## config.mk

```make
export PLATFORM = sky130hd
export DESIGN_NAME = debounced_pio_irq
export DESIGN_NICKNAME = d
export VERILOG_FILES = /design/src/rtl/debounced_pio_irq.sv
export SDC_FILE = /design/constraint.sdc
export NUM_CORES = 1
export LEC_CHECK = 0
export BUFFER_PORTS_ARGS = -buffer_cell sky130_fd_sc_hd__clkbuf_2
export CAP_MARGIN = 20
export CORE_MARGIN = 4
export CORE_UTILIZATION = 57
export CTS_CLUSTER_SIZE = 12
export DETAILED_ROUTE_END_ITERATION = 8
export PLACE_DENSITY = 0.8
export RECOVER_POWER = 25
export SYNTH_ARGS = -nofsm -noshare
export SYNTH_HDL_FRONTEND = slang
export SYNTH_SLANG_ARGS = --single-unit
```

## constraint.sdc

```tcl
create_clock -name clk -period 3.4 [get_ports clk]
set_input_delay 0.34 -clock clk [delete_from_list [all_inputs] [get_ports clk]]
set_output_delay 0.34 -clock clk [all_outputs]
set_load 0.02 [all_outputs]
```

## src/rtl/debounced_pio_irq.sv

```systemverilog
// Debounced multi-channel input PIO with edge capture and maskable level irq on an Avalon-MM slave.
// Latency: in_port to DATA 2+DEBOUNCE_CYCLES clk, to EDGE_CAPTURE/irq 3+DEBOUNCE_CYCLES; readdata 1 clk after read.
// Backpressure: none; the slave never stalls and every read/write completes in the cycle it is issued.
module debounced_pio_irq #(
    parameter int       WIDTH           = 4,
    parameter int       DEBOUNCE_CYCLES = 50000,
    parameter bit       INIT_LEVEL      = 1'b1,
    parameter bit [1:0] EDGE_MODE_INIT  = 2'd1
) (
    input  logic             clk,
    input  logic             reset,
    input  logic [WIDTH-1:0] in_port,
    input  logic [2:0]       address,
    input  logic             read,
    input  logic             write,
    input  logic [31:0]      writedata,
    output logic [31:0]      readdata,
    output logic             irq
);

    localparam int              CW       = $clog2(DEBOUNCE_CYCLES) + 1;
    localparam logic [CW-1:0]   CNT_LAST = CW'(DEBOUNCE_CYCLES - 1);
    localparam logic [WIDTH-1:0] INIT_VEC = {WIDTH{INIT_LEVEL}};

    logic [WIDTH-1:0]         sync_meta;
    logic [WIDTH-1:0]         sync;
    logic [WIDTH-1:0]         stable;
    logic [WIDTH-1:0]         prev;
    logic [WIDTH-1:0][CW-1:0] cnt;

    logic [WIDTH-1:0] irq_mask;
    logic [WIDTH-1:0] edge_capture;
    logic [1:0]       edge_mode;

    logic [WIDTH-1:0] evt;
    logic [WIDTH-1:0] clr;
    logic [31:0]      rd_mux;
    logic             wr_mask;
    logic             wr_capture;
    logic             wr_mode;
    logic             unused_wd;

    assign unused_wd = ^writedata;

    // prev resets alongside stable so releasing reset never looks like an edge.
    always_ff @(posedge clk or posedge reset) begin
        if (reset) begin
            sync_meta <= INIT_VEC;
            sync      <= INIT_VEC;
            stable    <= INIT_VEC;
            prev      <= INIT_VEC;
            cnt       <= '0;
        end else begin
            sync_meta <= in_port;
            sync      <= sync_meta;
            prev      <= stable;
            for (int i = 0; i < WIDTH; i++) begin
                if (sync[i] == stable[i]) begin
                    cnt[i] <= '0;
                end else if (cnt[i] == CNT_LAST) begin
                    stable[i] <= sync[i];
                    cnt[i]    <= '0;
                end else begin
                    cnt[i] <= cnt[i] + CW'(1);
                end
            end
        end
    end

    always_comb begin
        evt = '0;
        case (edge_mode)
            2'd0:    evt = stable & ~prev;
            2'd1:    evt = ~stable & prev;
            2'd2:    evt = stable ^ prev;
            default: evt = '0;
        endcase
    end

    assign wr_mask    = write && (address == 3'd2);
    assign wr_capture = write && (address == 3'd3);
    assign wr_mode    = write && (address == 3'd4);
    assign clr        = wr_capture ? writedata[WIDTH-1:0] : '0;

    always_comb begin
        rd_mux = '0;
        case (address)
            3'd0:    rd_mux[WIDTH-1:0] = stable;
            3'd1:    rd_mux[WIDTH-1:0] = sync;
            3'd2:    rd_mux[WIDTH-1:0] = irq_mask;
            3'd3:    rd_mux[WIDTH-1:0] = edge_capture;
            3'd4:    rd_mux[1:0]       = edge_mode;
            default: rd_mux = '0;
        endcase
    end

    // A fresh event on a bit being cleared in the same cycle keeps the bit set.
    always_ff @(posedge clk or posedge reset) begin
        if (reset) begin
            irq_mask     <= '0;
            edge_capture <= '0;
            edge_mode    <= EDGE_MODE_INIT;
            readdata     <= '0;
        end else begin
            if (wr_mask) irq_mask <= writedata[WIDTH-1:0];
            if (wr_mode) edge_mode <= writedata[1:0];
            edge_capture <= (edge_capture & ~clr) | evt;
            if (read) readdata <= rd_mux;
        end
    end

    assign irq = |(edge_capture & irq_mask);

endmodule

```

# Yosys cells after proc, flatten, opt, wreduce, memory -nomap -nowiden

Cells that the tools add are included.

Output and inout bits: 33
Word-level logic and storage cells: 68
Flip-flop bits (word level): 98
Input bits: 43

$add $sub $neg: 4
Multiplexer cells: 12
Reductions and logical operators: 10
Bitwise logic cells: 13
Equal/unequal tests: 14

Operators by type and width:

| cell                                                              | count |
|---|---|
| 17-bit 2-to-1 mux                                                 | 8 |
| 17-bit by 1-bit adder with 17-bit output, second input constant   | 4 |
| 17-bit by 16-bit == test with 1-bit output, second input constant | 4 |
| 4-bit bitwise AND                                                 | 4 |
| 4-bit inverter                                                    | 3 |
| 4-bit case mux with 3 select lines                                | 1 |
| 2-bit case mux with 5 select lines                                | 1 |
| 2-bit case mux with 4 select lines                                | 1 |
| 2-bit AND reduction                                               | 4 |
| 3-bit by 2-bit == test with 1-bit output, second input constant   | 2 |
| 1-bit == test                                                     | 4 |
| 4-bit 2-to-1 mux                                                  | 1 |
| 1-bit inverter                                                    | 4 |
| 4-bit bitwise OR                                                  | 1 |
| 4-bit OR reduction                                                | 1 |
| 4-bit bitwise XOR                                                 | 1 |
| 3-bit by 1-bit == test with 1-bit output, second input constant   | 1 |
| 3-bit == test, second input constant                              | 1 |
| 1-bit logical AND                                                 | 3 |
| 3-bit zero test                                                   | 1 |
| 2-bit by 1-bit == test with 1-bit output, second input constant   | 1 |
| 2-bit == test, second input constant                              | 1 |
| 2-bit zero test                                                   | 1 |

# Longest topological paths before layout

Depth after elaboration: 6
Gate-level depth with buffers: 7
Depth with buffers taken out: 6

# Worst setup path after synthesis

OpenSTA, ideal clock, no wires.

Kind: reg2reg
Start point: reg cnt[27] (netlist name)
End point: reg cnt[25] (netlist name)
Arrival time: 1.633 ns
Library setup time: 0.119 ns
Slack: 1.648 ns
Clock period less this slack: 1.752 ns
Stages on the path, launching flop included: 7
Required time: 3.281 ns
Path buffers: 2
Cell sequence: dfrtp_1 -> or4_1 -> nor4_2 -> or2_1 -> buf_6 -> buf_8 -> nor2_1

Longest elaborated chain between the ends: 3

Ends and longest elaborated chain:

| element                                    | line | source |
|---|---|---|
| start, declared                            | 29   | `logic [WIDTH-1:0][CW-1:0] cnt;` |
| start signal, assigned by index            | 64   | `cnt[i] <= cnt[i] + CW'(1);` |
| 17-bit by 16-bit == test with 1-bit output | 60   | `end else if (cnt[i] == CNT_LAST) begin` |
| 17-bit 2-to-1 mux                          | 60   |  |
| 17-bit 2-to-1 mux                          | 58   | `if (sync[i] == stable[i]) begin` |

No other way between the ends.
A chain may end at the register's enable or synchronous reset.

==> summary.txt <==
Setup path
  • Worst setup path start: reset
  • Crit path kind: in2async
  • Crit path required time: 3650 ps
  • Setup crit end: readdata[2]
  • R2r setup slk: 1260 ps
  • CP Max Fanout: 38
  • Setup crit start kind: primary input
  • Worst R2R Path Depth: 4
  • CP Capture Type: asynchronous set/reset pin
  • R2r startpoint: cnt[34]
  • R2R Path End: cnt[36]
  • Critical Path AT: 2480 ps

Die
  • Initial core utilization: 59.52%
  • Core Footprint: 8382 µm²
  • Die width: 101.6 µm
  • Die area: 10,310 µm²
  • I/O pin total: 76
  • Num rows: 33
  • Die height: 101.6 µm

Power
  • Internal power: 1715 µW
  • Clock share of power: 37.4%
  • Psw: 612.6 µW
  • Reg power frac: 54.1%
  • Logic gate share of total power: 8.5%
  • Switching portion of total power: 26.32%
  • Peak VDD IR: 0.2334 mV
  • Power per cell area: 441.8 nW/µm²
  • Pleak: 0.002173 µW

Yosys
  • Synth warn: 0
  • Mapped Cells: 485
  • Avg Inst Size Synth: 10.29 µm²
  • Synthesized flop and latch total: 98
  • Post-synth EDFFs: 0
  • Yosys top cell area share: 40.63%
  • Leading area contributor after synthesis: dfrtp_1
  • Cell variety after synth: 41
  • Seq/Total Area, Yosys: 49.59%
  • Ys async rst share: 100.0%
  • Dominant synthesized flop cell: dfrtp_1
  • Commonest cells post-synth: nor2_1 (87), dfrtp_1 (81), xnor2_1 (56)
  • Mapped Area: 4989 µm²
  • Most frequent cell after synthesis: nor2_1
  • Area contributors post-synth: dfrtp_1 (41%), xnor2_1 (9.8%), dfstp_2 (9.0%)

Timing
  • Fin Hold WS: 52.54 ps
  • Slew @ Worst Pin: 1602 ps
  • Period utilization: 65.67%
  • Count of final setup violators: 0
  • Fmax achieved: 447.9 MHz
  • Clock Skew: 16.06 ps
  • Minimum clock period: 2233 ps
  • RSZ-0062 raised after global routing: no
  • Final hold vios: 0
  • Post-Route Setup TNS: 0 ps
  • Max_slew headroom: -7.417%
  • Max Slew Vio Count: 39

Place
  • IO Port Bufs: 19
  • Placer Congestion: 0.8699
  • HPWL Detailed: 6.320 mm
  • Placed instance area: 5044 µm²

Hold path
  • Hold Path Class: in2reg

Final layout
  • Antenna cells: 0
  • Share of layout cells above drive strength 1: 13.28%
  • Multi-input logic area: 2226 µm²
  • Final instance area: 5270 µm²
  • Nets@finish: 562
  • Filler instances: 675
  • Area Growth Syn to Fin: 5.643%
  • Reg area: 2474 µm²

Drt
  • Via count: 3,377
  • WL final: 8.861 mm
  • Vias per std cell: 5.473
  • Wire length per cell: 14.36 µm
  • DR DRC count: 0
  • Antenna-violating nets left: 0
  • DR pass1 iterations: 4
  • Starting DRT DRC Count: 139

GRT
  • Vias in the first global route: 3,356
  • Total congestion overflow: 0
  • GRT Total Usage: 18.58%
  • Pin count of the biggest net entering global routing: 39
  • Initial antenna violation count: 1
  • First-pass GRT wire length: 15.34 mm

Clock network
  • Post-CTS Setup Bufs: 0
  • H-tree depth: 3
  • Max clock buf depth: 2
  • Hold_buf cts: 0
  • Post-CTS sizing: 0
  • # clock sinks: 98
  • Clk Latency, worst-skew pair: 370 ps
  • Clock root cell: clkbuf_8
  • Cts bufs inserted: 9
  • Clock-pin slew on the worst setup and hold paths: 100 ps
  • CTS tree: yes

Status
  • Failing checks: capacitance limit, slew limit
  • Status: finished, violations left

Run
  • Max-Cap Viols: 1
how the worst min path moves through the flow:
stage | endpoint | cells after the start | startpoint | slack, ps
after global placement | sync[1] | 0 | sync_meta[1] | 350
final | sync_meta[3] | 1 | in_port[3] | 50
after detailed placement | sync[1] | 0 | sync_meta[1] | 350
after floorplan | sync_meta[0] | 0 | in_port[0] | 340
after global routing | sync_meta[3] | 1 | in_port[3] | 40
after CTS | cnt[31] | 2 | reset | 6
layout make-up:
type / count / area share (%)
Timing Repair Buffer: 21 / 2.018
Multi-Input combinational cell: 350 / 42.24
Clock buffer: 9 / 2.350
Inverter: 27 / 1.947
Sequential cell: 98 / 46.94
Tap cell: 105 / 2.493
Clock inverter: 7 / 2.018
metrics by stage:
stage          power (µW)  util (%)  instances  setup slack, ps
4_1_cts              2351     62.92        617             1255
3_3_place_gp         1472     60.17        601             1341
2_1_floorplan        1453         -        512            526.1
3_5_place_dp         1481     60.17        601             1257
5_1_grt              2429     62.88        617            688.9
6_report             2328     62.88        617             1167
critical path: stages:
cell,delay (ps)
clkbuf_2,80
clkinvlp_2,910
clkbuf_1,1110
logic make-up (layout without fill, tap and decap cells):
family | after synthesis | after routing | share of synthesized area [%]
fa+ha+maj | 12 | 12 | 3.010
buf+inv | 64 | 64 | 7.826
simple gates | 209 | 209 | 20.64
flops | 98 | 98 | 49.59
other cells | 1 | 28 | 0.07517
compound gates | 24 | 24 | 4.264
mux | 14 | 14 | 3.537
xor+xnor | 63 | 63 | 11.06
power groups by stage:
stage                     registers [µW]  logic [µW]  clock network (µW)
after detailed placement            1280         199                   0
final                               1260         197                 871
after floorplan                     1270         183                   0
after global routing                1270         221                 940
after global placement              1280         192                   0
after CTS                           1260         199                 891
sequential cells by signal, summed over array words and instances, names as in the netlist:
| register | cells |
|---|---|
| cnt | 68 |
| edge_capture | 4 |
| irq_mask | 4 |
| prev | 4 |
| readdata | 4 |
| stable | 4 |
| sync | 4 |
| sync_meta | 4 |
| edge_mode | 2 |
cells in the final DEF, fill, tap and decap left out, types with 4 or more instances in the layout:
cell,count
a21oi_1,4
clkbuf_2,19
clkbuf_8,9
conb_1,28
dfrtp_1,81
dfstp_1,4
dfstp_2,13
ha_1,12
inv_1,26
mux2_2,9
nand2_1,22
nand3_1,23
nand4_1,21
nor2_1,87
nor3_1,11
nor4_1,24
o21ai_0,4
or4_1,4
xnor2_1,56
xor2_1,7
layer usage:
| layer | global-route usage (%) | wire length (µm) | vias up |
|---|---|---|---|
| li1 | - | - | 1649 |
| met3 | 4.270 | 457 | 17 |
| met5 | 0 | 20 | - |
| met4 | 6.033 | 164 | 2 |
| met2 | 29.23 | 4080 | 69 |
| met1 | 25.69 | 4137 | 1640 |
(Power assumes the default switching activity.)
